===== config.mk =====
export PLATFORM = sky130hd
export DESIGN_NAME = iomem_gpio_flat
export DESIGN_NICKNAME = d
export VERILOG_FILES = /design/src/rtl/iomem_gpio_pkg.sv /design/src/rtl/iomem_gpio_if.sv /design/src/rtl/iomem_gpio_debounce.sv /design/src/rtl/iomem_gpio.sv /design/src/flat_wrapper.sv
export SDC_FILE = /design/constraint.sdc
export NUM_CORES = 1
export LEC_CHECK = 0
export CORE_UTILIZATION = 45
export DETAILED_ROUTE_END_ITERATION = 8
export GPL_TIMING_DRIVEN = 1
export PLACE_DENSITY = 0.76
export SLEW_MARGIN = 30
export SYNTH_ARGS = -nofsm -noshare
export SYNTH_HDL_FRONTEND = slang
export SYNTH_SLANG_ARGS = --single-unit

===== constraint.sdc =====
create_clock -name clk -period 2.63 [get_ports clk]
set_input_delay 0.3945 -clock clk [delete_from_list [all_inputs] [get_ports clk]]
set_output_delay 0.3945 -clock clk [all_outputs]
set_load 0.005 [all_outputs]

===== src/rtl/iomem_gpio_pkg.sv =====
// iomem_gpio_pkg: register map and default base address for the GPIO block
package iomem_gpio_pkg;
  typedef enum logic [1:0] {
    REG_OUT    = 2'd0,
    REG_IN     = 2'd1,
    REG_EDGE   = 2'd2,
    REG_IRQ_EN = 2'd3
  } reg_e;
  localparam logic [7:0] DEF_BASE_ADDR = 8'h03;
endpackage


===== src/rtl/iomem_gpio_if.sv =====
// iomem_gpio_if: iomem bus bundle with master and slave views
interface iomem_gpio_if;
  logic        iomem_valid;
  logic        iomem_ready;
  logic [3:0]  iomem_wstrb;
  logic [31:0] iomem_addr;
  logic [31:0] iomem_wdata;
  logic [31:0] iomem_rdata;
  modport master (output iomem_valid, iomem_wstrb, iomem_addr, iomem_wdata, input iomem_ready, iomem_rdata);
  modport slave (input iomem_valid, iomem_wstrb, iomem_addr, iomem_wdata, output iomem_ready, iomem_rdata);
endinterface


===== src/rtl/iomem_gpio_debounce.sv =====
// gpio_debounce: two-flop synchroniser plus tick-sampled debouncer (debouncer present only with IOMEM_GPIO_DEBOUNCE_EN)
module gpio_debounce #(
  parameter int W = 8,
  parameter int DEBOUNCE_CYCLES = 50000
) (
  input  logic         clk,
  input  logic         resetn,
  input  logic [W-1:0] d,
  output logic [W-1:0] q
);
  if (DEBOUNCE_CYCLES < 2 || DEBOUNCE_CYCLES > (1 << 20)) begin : g_range
    $error("DEBOUNCE_CYCLES out of range");
  end
  logic [W-1:0] s1_q, s2_q;
  // synchronise the raw asynchronous inputs before anything looks at them
  always_ff @(posedge clk or negedge resetn)
    if (!resetn) begin
      s1_q <= '0;
      s2_q <= '0;
    end else begin
      s1_q <= d;
      s2_q <= s1_q;
    end
`ifdef IOMEM_GPIO_DEBOUNCE_EN
  localparam int CW = $clog2(DEBOUNCE_CYCLES);
  logic [CW-1:0] cnt_q, cnt_d;
  logic [W-1:0]  samp_q, samp_d, db_q, db_d, agree;
  logic          tick;
  // a bit follows the input only once two successive tick samples agree on a new value
  always_comb begin
    tick   = cnt_q == CW'(DEBOUNCE_CYCLES - 1);
    cnt_d  = tick ? '0 : cnt_q + CW'(1);
    agree  = ~(s2_q ^ samp_q);
    samp_d = tick ? s2_q : samp_q;
    db_d   = tick ? (agree & s2_q) | (~agree & db_q) : db_q;
  end
  // tick counter, sample history and debounced state
  always_ff @(posedge clk or negedge resetn)
    if (!resetn) begin
      cnt_q  <= '0;
      samp_q <= '0;
      db_q   <= '0;
    end else begin
      cnt_q  <= cnt_d;
      samp_q <= samp_d;
      db_q   <= db_d;
    end
  assign q = db_q;
`else
  assign q = s2_q;
`endif
endmodule


===== src/rtl/iomem_gpio.sv =====
// iomem_gpio: iomem-mapped GPIO with OUT/IN/EDGE/IRQ_EN registers; IOMEM_GPIO_DEBOUNCE_EN enables switch debouncing
module iomem_gpio
  import iomem_gpio_pkg::*;
#(
  parameter logic [7:0] BASE_ADDR = DEF_BASE_ADDR,
  parameter int DEBOUNCE_CYCLES = 50000
) (
  input  logic         clk,
  input  logic         resetn,
  iomem_gpio_if.slave  bus,
  input  logic [7:0]   sw,
  output logic [7:0]   led,
  output logic         irq
);
  logic [31:0] out_q, out_d, rdata_q, rdata_d;
  logic [7:0]  edge_q, edge_d, irq_en_q, irq_en_d, prev_q, prev_d, db, clr;
  logic        ready_q, ready_d, sel, wr;
  reg_e        rsel;
  logic        unused;
  assign unused = ^{bus.iomem_addr[23:4], bus.iomem_addr[1:0]};
  gpio_debounce #(.W(8), .DEBOUNCE_CYCLES(DEBOUNCE_CYCLES)) u_db (
    .clk(clk), .resetn(resetn), .d(sw), .q(db)
  );
  // bus decode, register updates and read mux; sticky edge set beats a simultaneous clear
  always_comb begin
    sel     = bus.iomem_valid && !ready_q && bus.iomem_addr[31:24] == BASE_ADDR;
    wr      = sel && |bus.iomem_wstrb;
    rsel    = reg_e'(bus.iomem_addr[3:2]);
    ready_d = sel;
    out_d   = out_q;
    for (int i = 0; i < 4; i++)
      out_d[8*i+:8] = wr && rsel == REG_OUT && bus.iomem_wstrb[i] ? bus.iomem_wdata[8*i+:8] : out_q[8*i+:8];
    clr      = wr && rsel == REG_EDGE && bus.iomem_wstrb[0] ? bus.iomem_wdata[7:0] : 8'h00;
    edge_d   = (edge_q & ~clr) | (db & ~prev_q);
    prev_d   = db;
    irq_en_d = wr && rsel == REG_IRQ_EN && bus.iomem_wstrb[0] ? bus.iomem_wdata[7:0] : irq_en_q;
    rdata_d  = !sel ? rdata_q :
               rsel == REG_OUT  ? out_q :
               rsel == REG_IN   ? {24'b0, db} :
               rsel == REG_EDGE ? {24'b0, edge_q} : {24'b0, irq_en_q};
  end
  // register state; reset also aborts any access in flight
  always_ff @(posedge clk or negedge resetn)
    if (!resetn) begin
      out_q    <= '0;
      edge_q   <= '0;
      irq_en_q <= '0;
      prev_q   <= '0;
      ready_q  <= 1'b0;
      rdata_q  <= '0;
    end else begin
      out_q    <= out_d;
      edge_q   <= edge_d;
      irq_en_q <= irq_en_d;
      prev_q   <= prev_d;
      ready_q  <= ready_d;
      rdata_q  <= rdata_d;
    end
  assign bus.iomem_ready = ready_q;
  assign bus.iomem_rdata = rdata_q;
  assign led = out_q[7:0];
  assign irq = |(edge_q & irq_en_q);
endmodule


===== src/flat_wrapper.sv =====
// flat-port wrapper written by rule: the top's interface ports become plain ports
module iomem_gpio_flat import iomem_gpio_pkg::*;
#(
  parameter logic [7:0] BASE_ADDR = DEF_BASE_ADDR,
  parameter int DEBOUNCE_CYCLES = 50000
)
  (clk, resetn, sw, led, irq, bus_iomem_valid, bus_iomem_wstrb, bus_iomem_addr, bus_iomem_wdata, bus_iomem_ready, bus_iomem_rdata);
  iomem_gpio_if bus_i ();
  input  logic clk;
  input  logic resetn;
  input  logic [7:0] sw;
  output logic [7:0] led;
  output logic irq;
  input wire logic [$bits(bus_i.iomem_valid)-1:0] bus_iomem_valid;
  input wire logic [$bits(bus_i.iomem_wstrb)-1:0] bus_iomem_wstrb;
  input wire logic [$bits(bus_i.iomem_addr)-1:0] bus_iomem_addr;
  input wire logic [$bits(bus_i.iomem_wdata)-1:0] bus_iomem_wdata;
  output wire logic [$bits(bus_i.iomem_ready)-1:0] bus_iomem_ready;
  output wire logic [$bits(bus_i.iomem_rdata)-1:0] bus_iomem_rdata;
  assign bus_i.iomem_valid = bus_iomem_valid;
  assign bus_i.iomem_wstrb = bus_iomem_wstrb;
  assign bus_i.iomem_addr = bus_iomem_addr;
  assign bus_i.iomem_wdata = bus_iomem_wdata;
  assign bus_iomem_ready = bus_i.iomem_ready;
  assign bus_iomem_rdata = bus_i.iomem_rdata;
  iomem_gpio #(.BASE_ADDR(BASE_ADDR), .DEBOUNCE_CYCLES(DEBOUNCE_CYCLES)) u_core (.clk(clk), .resetn(resetn), .bus(bus_i), .sw(sw), .led(led), .irq(irq));
endmodule

* Word-level counts from Yosys, hierarchy flattened
Index checks and enable logic that the tools add are counted.
** Cells by class
- Reduce and logical (&&, ||, !) cells :: 16
- Equal/unequal tests :: 4
- Mux-type cells :: 4
- Bitwise gates (word level) :: 6
** Operators with widths (count)
- two-way mux 32 bit :: 2
- AND 8 bit :: 3
- two-way mux 8 bit :: 2
- inverter 8 bit :: 2
- logical AND 1 bit :: 12
- == test 8 x 2 -> 1 bit, second input constant :: 1
- OR 8 bit :: 1
- OR reduction 8 bit :: 1
- == test 2 bit, second input constant :: 2
- OR reduction 4 bit :: 1
- == test 2 x 1 -> 1 bit, second input constant :: 1
- logical NOT 2 bit :: 1
- logical NOT 1 bit :: 1
** Word-level totals
- Register bits after elaboration :: 105
- Logic and storage cells :: 41
- Output and inout port bits :: 42

* Longest topological paths before layout
- Word-level depth :: 10
- Mapped depth :: 5
- Gate-level depth less buffers :: 3

* By module
A second synthesis with hierarchy kept.
** Second synthesis, totals
- Cells, all modules :: 300
- Area, all modules :: 4347.9 um2
** Modules (own cells, without submodules)
- iomem_gpio :: cells each 284, times used 1, area each 3947.5 um2
- gpio_debounce :: cells each 16, times used 1, area each 400.4 um2

* Worst setup path before layout
OpenSTA, ideal clock, no wires.
- Path kind :: input -> register
- Start point :: input bus_iomem_addr[29]
- End point :: register u_core.irq_en_q[0]
- Cell stages on the path :: 4
- Arrival :: 1.905 ns
- Required time :: 2.505 ns
- Slack :: 0.600 ns
- Buffers on the path :: 1
- Cell sequence :: or4_1 > buf_2 > nor4_4 > mux2_2
** On the way
- Word-level cells in the longest chain between the ends :: 5
** RTL lines
- start, declared :: RTL line flat_wrapper.sv:16 : input wire logic [$bits(bus_i.iomem_addr)-1:0] bus_iomem_addr;
- == test 8 x 2 -> 1 bit :: RTL line iomem_gpio.sv:26 : sel = bus.iomem_valid && !ready_q && bus.iomem_addr[31:24] == BASE_ADDR;
- logical AND 1 bit :: RTL line iomem_gpio.sv:26
- logical AND 1 bit :: RTL line iomem_gpio.sv:27 : wr = sel && |bus.iomem_wstrb;
- logical AND 1 bit (2 in a row) :: RTL line iomem_gpio.sv:36 : irq_en_d = wr && rsel == REG_IRQ_EN && bus.iomem_wstrb[0] ? bus.iomem_wdata[7:0] : irq_en_q;
- end signal, assigned :: RTL line iomem_gpio.sv:54 : irq_en_q <= irq_en_d;
- end, declared :: RTL line iomem_gpio.sv:16 : logic [7:0] edge_q, edge_d, irq_en_q, irq_en_d, prev_q, prev_d, db, clr;
Every way passes these cells.
A chain may end at the register's enable or synchronous reset.

* Worst setup path after layout
- Start point :: input bus_iomem_addr[29]
- End point :: register u_core.out_q[30]
** On the way
- Word-level cells in the longest chain between the ends :: 5
** RTL lines
- == test 8 x 2 -> 1 bit :: RTL line iomem_gpio.sv:26
- logical AND 1 bit :: RTL line iomem_gpio.sv:26
- logical AND 1 bit :: RTL line iomem_gpio.sv:27
- logical AND 1 bit (2 in a row) :: RTL line iomem_gpio.sv:32 : out_d[8*i+:8] = wr && rsel == REG_OUT && bus.iomem_wstrb[i] ? bus.iomem_wdata[8*i+:8] : out_q[8*i+:8];
- end signal, assigned :: RTL line iomem_gpio.sv:52 : out_q <= out_d;
- end, declared :: RTL line iomem_gpio.sv:15 : logic [31:0] out_q, out_d, rdata_q, rdata_d;
Every way passes these cells.

==> impl_metrics.csv <==
group,metric,value,unit
timing,timing.final.setup_violations,0,
global_routing,antenna_found_initial,0,
worst_setup_path,worstSetupStartpointType,"input port",
clocking,clk_latency,0.36,ns
clocking,clockBufferDepth,2,
clocking,ctsResizeCount,0,
worst_setup_path,required,2.88,ns
layout,drive_above_1_share,0.231,
timing,worst_pin_slew,0.535,ns
detailed_routing,dr.first_iter.drc_count,94,
die,fp.coreArea,9240,µm²
die,dieArea,9890,µm²
synthesis,synth_xor_area_frac,0,
synthesis,synthCells,309,
worst_setup_path,crit_start,"bus_iomem_addr[29]",
die,core.rowCount,35,
worst_setup_path,rr_endpoint,"u_core.irq_en_q[0]",
detailed_routing,antenna_left,0,
run_status,run_status,"completed",
die,start_util,0.462,
die,die_w,99.4,µm
worst_setup_path,endpoint,"u_core.out_q[30]",
hold_path,hold_path_class,"reg -> reg",
synthesis,synth_nets,388,
layout,fin_nets,490,
layout,final_cell_mix,"dfrtp_1 (105), clkdlybuf4s50_1 (97), mux2_2 (46)",
synthesis,synth_seq_cells,105,
layout,finalNonFillerCells,545,
layout,final_common_cell,"dfrtp_1",
worst_setup_path,timing.critical_path.to_type,"register",
synthesis,synth_warnings,0,
worst_setup_path,critPathKind,"in -> reg",
clocking,cts.sinks,105,
place,numPlacedInstances,528,
timing,rsz0062_at_grt,"no",
timing,fin_worst_skew,0.0109,ns
worst_setup_path,rr_startpoint,"u_core.bus.iomem_ready",
synthesis,synthMuxAreaShare,0.169,
synthesis,synth_top_family_by_area,"multiplexers",
global_routing,overflow,0,
worst_setup_path,r2r_slack,0.68,ns
synthesis,synthAdderAreaFrac,0,
detailed_routing,num_vias,2862,
global_routing,grt_pass1_wl,15100,µm
synthesis,yosysSeqAreaShare,0.615,
pwr,power_leakage,2.46,nW
flow_run,max_cap_viol_count,0,
global_routing,grt_util_all_layers,0.198,
timing,timing.hold.ws,0.354,ns
detailed_routing,wl_per_cell,16.6,µm
layout,fill_cells,744,
detailed_routing,route.detailed.drc,0,
clocking,cts_made_buffers,9,
worst_setup_path,crit_arrival,2.39,ns
pwr,finalPower,0.00289,W
layout,area_growth,32.2,%
layout,diodes,0,
global_routing,grt_max_degree,49,
pwr,max-vdd-ir-drop,0.310,mV
clocking,path_clk_slew,0.10,ns
timing,final.setup.tns,0,ns
detailed_routing,routed_via_density,5.25,
timing,fmax,467,MHz
die,die_h,99.4,µm
timing,final_hold_viol_count,0,
clocking,htreeDepth,3,
die,boundaryPins,121,
synthesis,netlist_area,4270,µm²
synthesis,synth-simple-area-share,0.0835,
synthesis,syn_area_per_cell,13.8,µm²
synthesis,synth_cell_types,28,
clocking,clockRootBuffer,"clkbuf_8",
clocking,post_cts_buffers,0,
detailed_routing,routed_wl,9020,µm
clocking,cts_tree,"done",
detailed_routing,first_pass_iters,5,
worst_setup_path,r2r_cells,4,
pwr,powerDensity,511,nW/µm²
synthesis,synth_compound_area_frac,0.0960,
place,place.gp.congestion,0.748,
timing,slew_viol_final,0,
global_routing,grt_pass1_vias,3076,
timing,slew_headroom,0.644,
timing,fin_crit,2.14,ns
place,hpwl,6300,µm
place,io_buffers,98,
worst_setup_path,worstPathMaxFanout,28,
timing,finalCritPeriodShare,0.814,
[sequential cells by signal, indices dropped and copies added (netlist names)]
signal / flops
u_core.bus.iomem_rdata: 32
u_core.bus.iomem_ready: 1
u_core.edge_q: 8
u_core.irq_en_q: 8
u_core.out_q: 32
u_core.prev_q: 8
u_core.u_db.q: 8
u_core.u_db.s1_q: 8
[what timing repair did]
item / CTS / global route
hold endpoints to repair: 14 / 0
endpoints found under the setup margin: 0 / 0
hold buffers: 1 / 0
[kinds of logic (layout without fill, tap and decap cells)]
group,Yosys count,count (layout)
AOI/OAI and AO/OA,60,60
buffers and inverters,33,140
DFF,105,105
muxes,56,56
and+or+nand+nor,55,55
[where the power goes]
part | switching (W) | internal [W] | leakage, nW
Combinational | 0.0000999 | 0.000127 | 0.997
Sequential | 0.0000143 | 0.00164 | 1.37
Clock | 0.000554 | 0.000449 | 0.0966
[cell usage after synthesis]
master | instances | area [µm²]
nor2_1 | 2 | 7.51
nand4b_1 | 1 | 8.76
and3b_1 | 1 | 8.76
buf_4 | 8 | 60.1
nor2b_1 | 8 | 50.1
nand4_1 | 3 | 18.8
nor3b_1 | 1 | 7.51
or4_1 | 1 | 7.51
mux4_2 | 8 | 180
clkbuf_1 | 12 | 45.0
mux2_2 | 46 | 518
mux2_1 | 2 | 22.5
dfrtp_1 | 105 | 2630
buf_2 | 3 | 15.0
or3b_2 | 3 | 26.3
or4b_1 | 1 | 10.0
or2_2 | 1 | 6.26
nor4_1 | 1 | 6.26
inv_1 | 9 | 33.8
a221o_1 | 8 | 80.1
nand3_1 | 2 | 10.0
nor4_4 | 4 | 85.1
buf_1 | 1 | 3.75
and4b_1 | 1 | 10.0
a22oi_1 | 4 | 30.0
o21ai_0 | 24 | 120
o31ai_1 | 24 | 180
nand2_1 | 25 | 93.8
[worst max-delay path, stage by stage]
cell and delay (ns):
clkdlybuf4s50_1 0.41, or4_1 0.59, buf_12 0.20, nor4_4 0.21, buf_4 0.22, mux2_2 0.35
[per-layer routing]
metal  track usage  wire length, µm  up-vias
met3        0.0703              654       18
met4        0.0803              203        0
li1              -                -     1320
met2         0.321             4350       95
met5             0                0        -
met1         0.242             3820     1429
[worst min path at each step]
stage,from,cells after the start,end,slack [ns]
after floorplan,resetn,0,u_core.bus.iomem_rdata[0],0.1
after global placement,resetn,1,u_core.u_db.q[5],0.26
after detailed placement,resetn,1,u_core.u_db.s1_q[5],0.26
after CTS,u_core.u_db.s1_q[1],0,u_core.u_db.q[1],0.36
after global routing,u_core.u_db.s1_q[1],0,u_core.u_db.q[1],0.36
final,u_core.u_db.s1_q[1],0,u_core.u_db.q[1],0.35
[area by class of cell]
class,instances,area (µm²),share of cell area
flip-flops and latches,105,2630,0.465
multi-input cells,171,1490,0.264
repair buffers,115,1130,0.201
well taps,129,161,0.0286
clock buffers,9,124,0.0219
clock inverters,7,76.3,0.0135
inverters,9,33.8,0.00598
[stage by stage]
step	utilization	setup WS [ns]	instance area (µm²)
global placement	0.588	0.148	5440
floorplan	-	0.600	4270
CTS	0.611	0.490	5650
global route	0.611	0.435	5650
detailed placement	0.588	0.0959	5440
finish	0.611	0.490	5650
(Power assumes the default switching activity.)
